[src/rtl/axis_lfsr_source.sv]
// ---------------------------------------------------------------------------
// axis_lfsr_source
//   AXI-Stream pseudo-random data source. A Galois LFSR supplies tdata and
//   advances once per accepted beat. Beats are framed into packets of
//   cfg_pkt_len beats with tlast on the final beat. A run is begun by start
//   and ends after cfg_num_pkts packets, or at the end of the current packet
//   after a stop pulse. done pulses for one cycle when a run completes.
//
//   Optional feature (macro AXIS_LFSR_ERR_INJ_EN): adds input err_inject.
//   A pulse arms a one-shot inversion of tdata[0] on the next presented beat.
//   The LFSR itself is not disturbed, so the following beats are unaltered.
//
// Ports
//   aclk, aresetn      clock, asynchronous active-low reset
//   cfg_seed           seed value (0 maps to DEFAULT_SEED)
//   cfg_seed_load      pulse, load cfg_seed into the LFSR (IDLE only)
//   cfg_pkt_len        beats per packet (0 behaves as 1), latched on start
//   cfg_num_pkts       packets per run (0 = until stop), latched on start
//   start, stop        run control pulses
//   m_axis_*           AXI-Stream master (tdata, tvalid, tready, tlast)
//   busy               high while a run is active
//   done               one-cycle pulse when a run completes
//   err_inject         (AXIS_LFSR_ERR_INJ_EN only) arm a tdata[0] flip
// ---------------------------------------------------------------------------
module axis_lfsr_source #(
    parameter int                    DATA_WIDTH   = 32,
    parameter int                    LFSR_WIDTH   = 32,
    parameter logic [LFSR_WIDTH-1:0] POLY         = 32'h80200003,
    parameter logic [LFSR_WIDTH-1:0] DEFAULT_SEED = 32'h00000001,
    parameter int                    LEN_WIDTH    = 16
) (
    input  logic                  aclk,
    input  logic                  aresetn,
`ifdef AXIS_LFSR_ERR_INJ_EN
    input  logic                  err_inject,
`endif
    input  logic [LFSR_WIDTH-1:0] cfg_seed,
    input  logic                  cfg_seed_load,
    input  logic [LEN_WIDTH-1:0]  cfg_pkt_len,
    input  logic [LEN_WIDTH-1:0]  cfg_num_pkts,
    input  logic                  start,
    input  logic                  stop,
    output logic [DATA_WIDTH-1:0] m_axis_tdata,
    output logic                  m_axis_tvalid,
    input  logic                  m_axis_tready,
    output logic                  m_axis_tlast,
    output logic                  busy,
    output logic                  done
);

    localparam logic [0:0] ST_IDLE = 1'b0;
    localparam logic [0:0] ST_RUN  = 1'b1;

    localparam logic [LEN_WIDTH-1:0] LEN_ONE = LEN_WIDTH'(1);

    logic [0:0]            state;
    logic [LFSR_WIDTH-1:0] lfsr;
    logic [LFSR_WIDTH-1:0] lfsr_next;
    logic [LEN_WIDTH-1:0]  beat_cnt;
    logic [LEN_WIDTH-1:0]  pkt_cnt;
    logic [LEN_WIDTH-1:0]  pkt_cnt_inc;
    logic [LEN_WIDTH-1:0]  len_q;
    logic [LEN_WIDTH-1:0]  num_q;
    logic                  stop_pend;
    logic                  tvalid;
    logic                  hs;
    logic                  last_beat;
    logic                  end_run;

    // Galois step: shift right, fold taps in when the bit shifted out is 1.
    assign lfsr_next   = (lfsr >> 1) ^ (lfsr[0] ? POLY : '0);

    assign hs          = tvalid & m_axis_tready;
    // len_q is never 0 (0 is mapped to 1 when latched), so len_q-1 is safe.
    assign last_beat   = (beat_cnt == (len_q - LEN_ONE));
    assign pkt_cnt_inc = pkt_cnt + LEN_ONE;
    // Evaluated only on a tlast handshake. A stop arriving on that very beat
    // ends the run there rather than one packet later.
    assign end_run     = ((num_q != '0) && (pkt_cnt_inc == num_q)) || stop_pend || stop;

    always_ff @(posedge aclk or negedge aresetn) begin
        if (!aresetn) begin
            state     <= ST_IDLE;
            lfsr      <= DEFAULT_SEED;
            beat_cnt  <= '0;
            pkt_cnt   <= '0;
            len_q     <= '0;
            num_q     <= '0;
            stop_pend <= 1'b0;
            tvalid    <= 1'b0;
            done      <= 1'b0;
        end else begin
            done <= 1'b0;
            case (state)
                ST_IDLE: begin
                    if (cfg_seed_load)
                        lfsr <= (cfg_seed == '0) ? DEFAULT_SEED : cfg_seed;
                    if (start) begin
                        state     <= ST_RUN;
                        tvalid    <= 1'b1;
                        len_q     <= (cfg_pkt_len == '0) ? LEN_ONE : cfg_pkt_len;
                        num_q     <= cfg_num_pkts;
                        // start+stop together: run exactly one packet
                        stop_pend <= stop;
                        beat_cnt  <= '0;
                        pkt_cnt   <= '0;
                    end
                end
                ST_RUN: begin
                    if (stop)
                        stop_pend <= 1'b1;
                    if (hs) begin
                        lfsr <= lfsr_next;
                        if (last_beat) begin
                            beat_cnt <= '0;
                            pkt_cnt  <= pkt_cnt_inc;
                            if (end_run) begin
                                state     <= ST_IDLE;
                                tvalid    <= 1'b0;
                                done      <= 1'b1;
                                stop_pend <= 1'b0;
                            end
                        end else begin
                            beat_cnt <= beat_cnt + LEN_ONE;
                        end
                    end
                end
                default: begin
                    state  <= ST_IDLE;
                    tvalid <= 1'b0;
                end
            endcase
        end
    end

`ifdef AXIS_LFSR_ERR_INJ_EN
    // inj_arm holds a request until a new beat is about to be presented;
    // inj_act then marks that beat so its tdata stays stable through stalls.
    logic inj_arm;
    logic inj_act;
    logic load_beat;

    assign load_beat = ((state == ST_IDLE) && start) || (hs && !(last_beat && end_run));

    always_ff @(posedge aclk or negedge aresetn) begin
        if (!aresetn) begin
            inj_arm <= 1'b0;
            inj_act <= 1'b0;
        end else if (load_beat) begin
            inj_act <= inj_arm | err_inject;
            inj_arm <= 1'b0;
        end else begin
            if (hs)
                inj_act <= 1'b0;
            if (err_inject)
                inj_arm <= 1'b1;
        end
    end

    assign m_axis_tdata = tvalid ? (lfsr[DATA_WIDTH-1:0] ^ DATA_WIDTH'(inj_act)) : '0;
`else
    assign m_axis_tdata = tvalid ? lfsr[DATA_WIDTH-1:0] : '0;
`endif

    assign m_axis_tvalid = tvalid;
    assign m_axis_tlast  = tvalid & last_beat;
    assign busy          = (state != ST_IDLE);

endmodule

[config.mk]
export PLATFORM = sky130hd
export DESIGN_NAME = axis_lfsr_source
export DESIGN_NICKNAME = d
export VERILOG_FILES = /design/src/rtl/axis_lfsr_source.sv
export SDC_FILE = /design/constraint.sdc
export NUM_CORES = 1
export LEC_CHECK = 0
export CAP_MARGIN = 20
export CORE_MARGIN = 1
export CORE_UTILIZATION = 35
export DETAILED_ROUTE_END_ITERATION = 6
export PLACE_DENSITY = 0.71
export SLEW_MARGIN = 25
export SYNTH_ARGS = -nofsm -noshare
export SYNTH_HDL_FRONTEND = slang
export SYNTH_SLANG_ARGS = --single-unit
[constraint.sdc]
create_clock -name aclk -period 2.71 [get_ports aclk]
set_input_delay 0.542 -clock aclk [delete_from_list [all_inputs] [get_ports aclk]]
set_output_delay 0.542 -clock aclk [all_outputs]
set_load 0.05 [all_outputs]
==> flow_metrics.env, run 1 <==
export IMPL_ant_nets=0
export IMPL_cts_max_path_buffers=2
export IMPL_antenna_cells=0
export IMPL_netlist_area_um2=6170
export IMPL_synth_edf_count=0
export IMPL_stdcell_area_um2=8090
export IMPL_insertion_delay_ns=0.36
export IMPL_die_x_um=135
export IMPL_crit_chain="or4_4, o21ai_2, a21oi_2, a2111oi_4, nand2_2, nor3_4, buf_12"
export IMPL_cts_root_buffer="clkbuf_16"
export IMPL_post_drt_via_cell_ratio=5.27
export IMPL_p_leak_uw=0.00354
export IMPL_ys_ff_latch=100
export IMPL_timing_rr_end="beat_cnt[3]"
export IMPL_io_buffers=105
export IMPL_finalSetupViolCount=1
export IMPL_placed_cells_incl_taps=1049
export IMPL_row_count=48
export IMPL_r2r_start="len_q[8]"
export IMPL_regToRegSetupSlack_ns=0.13
export IMPL_h_tree_depth=3
export IMPL_cts_buffers=9
export IMPL_clk_pin_slew_ns=0.07
export IMPL_finalCriticalPeriod_ns=3.04
export IMPL_worst_pin_slew_ns=0.532
export IMPL_violations="negative setup slack"
export IMPL_dieArea_um2=18200
export IMPL_synth_top_area_cell="dfrtp_1"
export IMPL_finalCritPeriodShare_pct=112
export IMPL_cts_sinks=100
export IMPL_synth_top_area_share_pct=40.2
export IMPL_critPathTopFamily="simple AND/OR/NAND/NOR gates"
export IMPL_min_path_type="primary input to asynchronous set/reset pin"
export IMPL_rsz0062_at_grt="true"
export IMPL_antenna_found_initial=0
export IMPL_max_freq_mhz=329
export IMPL_coreArea_um2=17200
export IMPL_syn_num_nets=788
export IMPL_dp_hpwl_mm=12.3
export IMPL_synth_area_top_cells="dfrtp_1 (40%), nand2_1 (8.4%), mux2i_1 (6.3%)"
export IMPL_drt_iter0_markers=369
export IMPL_ys_warn_count=0
export IMPL_slew_headroom_pct=64.2
export IMPL_finalWirelength_mm=16.4
export IMPL_cp_slowest_cell="or4_4"
export IMPL_first_pass_iters=4
export IMPL_die_height_um=135
export IMPL_worstSetupStartpointType="flop"
export IMPL_maxCapViolations=0
export IMPL_power_density_nw_per_um2=648
export IMPL_ys_seq_area_share_pct=40.6
export IMPL_grt_first_pass_wirelength_mm=27.2
export IMPL_avgSynthCellArea_um2=8.63
export IMPL_overflow=0
export IMPL_drc=0
export IMPL_crit_required_ns=2.17
export IMPL_drive_above_1_share_pct=17.5
export IMPL_fin_skew_ns=0.00982
export IMPL_postPlaceCellArea_um2=7670
export IMPL_ir_drop_mv=0.447
export IMPL_start_util_pct=35.8
export IMPL_fin_util_pct=46.9
export IMPL_wl_per_cell_um=15.4
export IMPL_syn_inst=715
export IMPL_preCtsSetupSlack_ns=-0.0288
export IMPL_vias=5623
export IMPL_end_kind="output pin"
export IMPL_max_stage_delay_ns=0.58
export IMPL_synthArstFlopShare_pct=100
export IMPL_synth_ff_type="dfrtp_1"
export IMPL_grt_max_degree=45
export IMPL_final_nets=911
export IMPL_status="finished, violations left"
export IMPL_io_pins=106
export IMPL_setup_slack_ns=-0.329
export IMPL_place_gp_congestion=0.872
export IMPL_instances_no_fill=1067
export IMPL_grt_usage_pct=18.8
export IMPL_holdBufCountCts=0
export IMPL_cp_max_fo=4
export IMPL_area_growth_pct=31.1
export IMPL_crit_arrival_ns=2.50
export IMPL_slew_viol_final=0
export IMPL_cts_tree="built"
export IMPL_fillCellCount=1665
export IMPL_r2r_worst_path_cells=9
export IMPL_worstSetupPathType="flop to output pin"
export IMPL_grt_pass1_vias=5464
export IMPL_synth_cell_types=63
export IMPL_cp_num_buf_inv=1
export IMPL_hold_viol=0
[metal layers]
| metal | part of all wire, % | GRT usage (%) |
|---|---|---|
| met1 | 47 | 25.8 |
| met2 | 45 | 29.2 |
| met3 | 5.3 | 3.49 |
| met4 | 2.1 | 7.55 |
| met5 | 0 | 0 |
[through the flow]
stage | setup TNS (ns) | hold slack [ns] | total power, uW
finish | -0.329 | 0.107 | 5240
global route | -0.451 | 0.134 | 5520
CTS | -0.366 | 0.115 | 5250
detailed placement | -0.0288 | 0.495 | 3920
global placement | 0 | 0.487 | 3880
floorplan | -0.191 | 0.246 | 3250
[worst max-delay path by stage]
stage,from,endpoint,slack (ns),cells after the start
floorplan,len_q[0],m_axis_tlast,-0.19,9
global placement,len_q[0],m_axis_tlast,0.04,9
detailed placement,len_q[0],m_axis_tlast,-0.03,9
CTS,len_q[1],m_axis_tlast,-0.37,7
global route,len_q[8],m_axis_tlast,-0.44,7
finish,len_q[1],m_axis_tlast,-0.33,7
[cell type report]
class | instances | area, um^2 | area share [%]
clock buffer | 9 | 225 | 2.79
clock inverter | 6 | 66.3 | 0.820
inverter | 18 | 67.6 | 0.836
multi-input combinational | 551 | 3530 | 43.7
sequential | 100 | 2510 | 31.0
tap | 225 | 282 | 3.48
timing repair buffer | 158 | 1410 | 17.4
[flip-flops by register name, summed over array words and instances, names as in the netlist]
name / count
beat_cnt: 16
busy: 1
done: 1
len_q: 16
lfsr: 32
m_axis_tvalid: 1
num_q: 16
pkt_cnt: 16
stop_pend: 1
[worst register-to-register path: cells and delay by family, from the launching register on]
kind	cells	cell delay (ns)
flops	1	0.39
simple gates	4	1.21
compound gates	3	0.47
buf+inv	2	0.38
[where the power goes]
part	leakage (uW)	internal, uW	switching, uW
sequential	0.00115	1790	290
clock	0.000134	711	590
combinational	0.00225	784	1080
total	0.00354	3280	1960
[cells in the final DEF (no fill, tap or decap), types with 7 or more instances in the layout]
master,instances
o21ai_0,8
o21ai_1,7
nand2_1,137
a31oi_1,8
nand3_1,19
o211ai_1,9
nor2_1,50
xnor2_1,27
dfrtp_1,96
and2_1,34
nor4_1,22
mux2i_1,39
buf_4,83
clkbuf_16,9
inv_1,16
nand4_1,22
a21oi_1,38
o31ai_1,10
clkdlybuf4s50_1,70
xor2_1,14
[cells in the mapped netlist (3+ instances only)]
cell	number
mux2i_1	39
nor2b_1	7
nand3_1	20
or3_1	7
xor2_1	14
inv_1	18
a31oi_1	8
o31ai_1	10
o311ai_1	5
buf_2	5
ha_1	3
nor3_1	7
o211ai_1	9
buf_1	5
nand2b_1	6
a21oi_1	40
nor3_2	6
or4_1	3
o21ai_1	9
and4_1	5
and2_1	34
a211oi_1	3
nand2_1	138
nor4_1	24
a311oi_1	3
a21o_1	5
and3_1	3
o22ai_1	5
dfrtp_1	99
nor2_1	50
o21ai_0	8
nand4_1	22
clkbuf_1	33
xnor2_1	27
[what timing repair did]
action	4_1_cts	5_1_grt
endpoints found under the setup margin	1	22
resized for setup	11	10
pin swaps	5	6
setup buffers	2	1
[kinds of logic (layout without fill, tap and decap cells)]
| logic type | Yosys count | in the layout | share of synthesized area [%] |
|---|---|---|---|
| mux | 41 | 41 | 6.69 |
| fa+ha+maj | 3 | 3 | 0.609 |
| simple gates | 345 | 345 | 28.5 |
| flops | 100 | 100 | 40.6 |
| compound gates | 120 | 120 | 13.2 |
| buf+inv | 64 | 191 | 4.20 |
| xor+xnor | 42 | 42 | 6.19 |
Power figures use the tool's default switching activity.
==> inputs of run 2 (changes only) <==
--- a/config.mk
+++ b/config.mk
@@ -9,7 +9,7 @@
 export CORE_MARGIN = 1
 export CORE_UTILIZATION = 35
 export DETAILED_ROUTE_END_ITERATION = 6
-export PLACE_DENSITY = 0.71
+export PLACE_DENSITY = 0.69
 export SLEW_MARGIN = 25
 export SYNTH_ARGS = -nofsm -noshare
 export SYNTH_HDL_FRONTEND = slang
==> constraint.sdc (replaced) <==
create_clock -name aclk -period 3 [get_ports aclk]
set_input_delay 0.6 -clock aclk [delete_from_list [all_inputs] [get_ports aclk]]
set_output_delay 0.6 -clock aclk [all_outputs]
set_load 0.05 [all_outputs]
==> run 2 against run 1 <==
  * The flow still finishes with violations (negative setup slack)
  * Sequential share of layout area is 0.64 points higher
  * Worst hold slack better by 0.20 ns
  * Combinational power is 13% lower
  * Register-to-register slack better by 0.09 ns
  * Sequential power is 9% lower
  * Clock power is 12% lower
  * Via count is 1.3% lower
  * Flip-flop and latch count stayed put
  * Die area stayed put
  * Clock skew is 0.0026 ns lower
  * Highest routed layer unchanged
==> flow_metrics.env, run 2 (synthesis gave the netlist of run 1 again) <==
export IMPL_status="finished, violations left"
export IMPL_violations="negative setup slack"
export IMPL_coreArea_um2=17200
export IMPL_power_density_nw_per_um2=589
export IMPL_rsz0062_at_grt="true"
export IMPL_antenna_cells=0
export IMPL_drc=0
export IMPL_cts_max_path_buffers=2
export IMPL_cp_max_fo=6
export IMPL_max_freq_mhz=314
export IMPL_seq_area_um2=2510
export IMPL_slew_viol_final=0
export IMPL_insertion_delay_ns=0.35
export IMPL_row_count=48
export IMPL_fin_skew_ns=0.00720
export IMPL_layout_common_cells="nand2_1 (137), clkdlybuf4s50_1 (102), dfrtp_1 (97)"
export IMPL_grt_usage_pct=19.2
export IMPL_maxCapViolations=0
export IMPL_cts_sinks=100
export IMPL_crit_arrival_ns=2.59
export IMPL_finalHoldWorstSlack_ns=0.309
export IMPL_area_growth_pct=28.4
export IMPL_worst_pin_slew_ns=0.718
export IMPL_hold_viol=0
export IMPL_vias=5551
export IMPL_die_height_um=135
export IMPL_fin_util_pct=45.9
export IMPL_cts_root_buffer="clkbuf_16"
export IMPL_grt_first_pass_wirelength_mm=27.4
export IMPL_finalWirelength_mm=16.7
export IMPL_ant_nets=0
export IMPL_io_pins=106
export IMPL_first_pass_iters=4
export IMPL_cts_buffers=9
export IMPL_mostFrequentLayoutCell="nand2_1"
export IMPL_min_path_type="primary input to asynchronous set/reset pin"
export IMPL_finalCritPeriodShare_pct=106
export IMPL_grt_max_degree=55
export IMPL_end_kind="output pin"
export IMPL_io_buffers=105
export IMPL_ir_drop_mv=0.345
export IMPL_post_drt_via_cell_ratio=5.32
export IMPL_drt_iter0_markers=430
export IMPL_start_util_pct=35.8
export IMPL_cts_tree="built"
export IMPL_fillCellCount=1646
export IMPL_slew_headroom_pct=52.2
export IMPL_worstSetupStartpointType="flop"
export IMPL_final_nets=887
export IMPL_dieArea_um2=18200
export IMPL_finalCriticalPeriod_ns=3.19
export IMPL_clk_pin_slew_ns=0.07
export IMPL_wl_per_cell_um=16.0
export IMPL_grt_pass1_vias=5348
export IMPL_holdBufCountCts=0
export IMPL_worstSetupPathType="flop to output pin"
export IMPL_die_x_um=135
export IMPL_finalSetupViolCount=1
export IMPL_crit_required_ns=2.40
export IMPL_max_flop_register="lfsr"
export IMPL_p_leak_uw=0.00335
export IMPL_overflow=0
export IMPL_drive_above_1_share_pct=10.6
export IMPL_place_gp_congestion=0.897
export IMPL_h_tree_depth=3
export IMPL_dp_hpwl_mm=12.1
export IMPL_antenna_found_initial=0
export IMPL_multiInputGateArea_um2=3490
export IMPL_setup_slack_ns=-0.189
export IMPL_largest_reg_flops=32
run 2: cell types whose count changed in the layout (fill, tap and decap cells not counted), sizes merged:
cell / delta
clkbuf: +1
clkinv: -1
inv: +2
bufinv: -1
buf: -56
clkdlybuf4s50: +32
run 2: where the power goes:
group / leakage (uW) / total (uW) / switching, uW / internal, uW
logic: 0.00206 / 1620 / 924 / 691
registers: 0.00115 / 1900 / 293 / 1610
clock network: 0.000133 / 1140 / 551 / 593
total: 0.00335 / 4660 / 1770 / 2900
run 2: critical path, cell delays in order (launching register included):
cell,delay [ns]
dfrtp_2,0.46
or4_4,0.56
o21ai_2,0.15
a21oi_2,0.09
a2111oi_4,0.40
nand2_2,0.14
nor3_4,0.26
buf_12,0.17
run 2: per-stage QoR:
step	setup TNS, ns	area [um^2]	cells	setup WS, ns	total power, uW
final	-0.189	7920	1044	-0.189	4660
after global placement	0	7560	1025	0.135	3480
after global routing	-0.295	7920	1044	-0.295	4930
after floorplan	0	6190	715	0.00457	2930
after detailed placement	0	7560	1025	0.0914	3510
after CTS	-0.159	7890	1043	-0.159	4690
run 2: layout make-up:
type / count / area share (%)
Timing Repair Buffer: 134 / 16.2
Inverter: 18 / 0.853
Tap cell: 225 / 3.56
Multi-Input combinational cell: 551 / 44.1
Clock buffer: 10 / 3.02
Sequential cell: 100 / 31.6
Clock inverter: 6 / 0.600
run 2: metal layers:
layer	GRT usage [%]	vias up	part of all wire [%]
met3	4.13	14	5.3
met1	26.8	2675	48
met5	0	-	0
met2	30.0	132	45
met4	4.99	0	1.3
li1	-	2730	-
run 2: timing repair:
| action | CTS | global route |
|---|---|---|
| endpoints found under the setup margin | 1 | 6 |
| pin swaps | 6 | 3 |
| endpoints found under the hold margin | 0 | 0 |
| gates resized for setup | 7 | 5 |
| buffers inserted | 2 | 1 |
run 2: final timing paths:
kind | startpoint | to | slack [ns] | cells past startpoint
worst min-delay path | aresetn | num_q[13] | 0.31 | 1
worst max register to register | len_q[1] | pkt_cnt[12] | 0.22 | 10
max in group asynchronous | aresetn | lfsr[24] | 1.97 | 2
worst min register to register | len_q[15] | len_q[15] | 0.51 | 2
worst max-delay path | len_q[0] | m_axis_tlast | -0.19 | 7
min in group aclk | len_q[15] | len_q[15] | 0.51 | 2
==> inputs of run 3 (changes only) <==
--- a/config.mk
+++ b/config.mk
@@ -9,7 +9,8 @@
 export CORE_MARGIN = 1
 export CORE_UTILIZATION = 35
 export DETAILED_ROUTE_END_ITERATION = 6
-export PLACE_DENSITY = 0.69
+export DONT_BUFFER_PORTS = 1
+export PLACE_DENSITY = 0.61
 export SLEW_MARGIN = 25
 export SYNTH_ARGS = -nofsm -noshare
 export SYNTH_HDL_FRONTEND = slang
==> run 3 against run 2 <==
  * The run still ends with negative setup slack left
  * Critical path depth is 1 higher
  * Cell area is 12% lower
  * Combinational power down 16%
  * Worst hold slack got worse by 0.23 ns
  * Clock power is essentially flat
  * Clock skew rose by 0.00078 ns
  * Largest cell class unchanged
  * Highest routed layer unchanged
==> flow_metrics.env, run 3 (synthesis gave the netlist of run 1 again) <==
export IMPL_final_nets=792
export IMPL_critPathTopFamily="simple AND/OR/NAND/NOR gates"
export IMPL_antenna_found_initial=0
export IMPL_max_stage_delay_ns=0.45
export IMPL_mostFrequentLayoutCell="nand2_1"
export IMPL_power_total_uw=4410
export IMPL_cts_root_buffer="clkbuf_16"
export IMPL_io_buffers=0
export IMPL_overflow=0
export IMPL_violations="negative setup slack"
export IMPL_power_density_nw_per_um2=631
export IMPL_cts_max_path_buffers=2
export IMPL_finalCriticalPeriod_ns=3.09
export IMPL_cp_slowest_cell="dfrtp_2"
export IMPL_worstSetupStartpointType="flop"
export IMPL_cts_buffers=9
export IMPL_p_leak_uw=0.00300
export IMPL_die_height_um=135
export IMPL_fin_skew_ns=0.00798
export IMPL_h_tree_depth=3
export IMPL_stdcell_area_um2=6990
export IMPL_multiInputGateArea_um2=3500
export IMPL_tns_ns=-0.0933
export IMPL_slew_headroom_pct=59.4
export IMPL_post_drt_via_cell_ratio=5.42
export IMPL_crit_arrival_ns=2.49
export IMPL_wl_per_cell_um=17.0
export IMPL_maxCapViolations=0
export IMPL_slew_viol_final=0
export IMPL_row_count=48
export IMPL_seq_area_um2=2510
export IMPL_postPlaceCellArea_um2=6540
export IMPL_cp_num_buf_inv=2
export IMPL_first_pass_iters=4
export IMPL_fin_util_pct=40.6
export IMPL_area_growth_pct=13.3
export IMPL_rsz0062_at_grt="true"
export IMPL_dieArea_um2=18200
export IMPL_grt_pass1_vias=4901
export IMPL_io_pins=106
export IMPL_ant_nets=0
export IMPL_fillCellCount=1718
export IMPL_crit_chain="or3_4, buf_4, o21ai_1, a21oi_1, a2111oi_4, nand2_2, nor3_4, buf_12"
export IMPL_grt_usage_pct=18.4
export IMPL_place_gp_congestion=0.850
export IMPL_finalCritPeriodShare_pct=103
export IMPL_status="finished, violations left"
export IMPL_hold_viol=0
export IMPL_clk_pin_slew_ns=0.08
export IMPL_die_x_um=135
export IMPL_worstSetupStartpoint="len_q[3]"
export IMPL_drc=0
export IMPL_setup_slack_ns=-0.0933
export IMPL_drt_iter0_markers=345
export IMPL_ir_drop_mv=0.438
export IMPL_min_path_type="primary input to asynchronous set/reset pin"
export IMPL_vias=5146
export IMPL_layout_common_cells="nand2_1 (137), dfrtp_1 (93), nor2_1 (50)"
export IMPL_r2r_start="len_q[3]"
export IMPL_grt_max_degree=100
export IMPL_max_flop_register="lfsr"
export IMPL_crit_required_ns=2.40
export IMPL_grt_first_pass_wirelength_mm=26.3
export IMPL_cts_sinks=100
export IMPL_cts_tree="built"
export IMPL_start_util_pct=35.8
export IMPL_worst_pin_slew_ns=0.603
export IMPL_insertion_delay_ns=0.35
export IMPL_finalSetupViolCount=1
export IMPL_cp_max_fo=4
export IMPL_dp_hpwl_mm=11.4
export IMPL_end_kind="output pin"
export IMPL_drive_above_1_share_pct=13.4
export IMPL_worstSetupPathType="flop to output pin"
export IMPL_coreArea_um2=17200
export IMPL_finalWirelength_mm=16.1
export IMPL_largest_reg_flops=32
export IMPL_antenna_cells=0
export IMPL_max_freq_mhz=323
[run 3: layout make-up]
type	instances	share of cell area [%]
multi-input combinational	551	50.1
clock inverter	6	0.823
sequential	100	36.0
inverter	18	0.967
tap	225	4.03
clock buffer	10	3.28
timing repair buffer	39	4.89
[run 3: routing by layer]
layer	track usage, %	vias up	routed length [um]
li1	-	2529	-
met1	26.2	2466	7800
met2	28.2	137	7100
met3	4.28	14	981
met4	4.62	0	216
met5	0	-	0
[run 3: final timing paths]
kind                                     end  slack (ns)  cells after the start
max in group asynchronous            lfsr[1]        2.44                      1
worst min-delay path                 lfsr[0]        0.08                      0
worst max register to register   pkt_cnt[12]        0.21                     10
worst max-delay path            m_axis_tlast       -0.09                      8
worst min register to register     len_q[15]        0.50                      2
min in group aclk                   num_q[1]        0.35                      2
[run 3: metrics by stage]
stage / std cells / hold slack (ns) / setup WS (ns)
6_report: 949 / 0.0830 / -0.0933
2_1_floorplan: 715 / 0.304 / 0.00457
3_3_place_gp: 923 / 0.310 / 0.109
4_1_cts: 944 / 0.0652 / -0.138
5_1_grt: 949 / 0.0639 / -0.226
3_5_place_dp: 923 / 0.309 / 0.0811
[run 3: timing repair]
item / 4_1_cts / 5_1_grt
hold endpoints to repair: 99 / 0
buffers inserted: 4 / 5
pin swaps: 6 / 10
hold buffers: 1 / 0
gates resized for setup: 10 / 9
gates cloned: 0 / 0
endpoints found under the setup margin: 1 / 1
[run 3: where the power goes]
| part | internal, uW | switching, uW | total (uW) |
|---|---|---|---|
| registers | 1610 | 292 | 1900 |
| clock network | 583 | 567 | 1150 |
| logic | 472 | 883 | 1360 |
| total | 2670 | 1740 | 4410 |
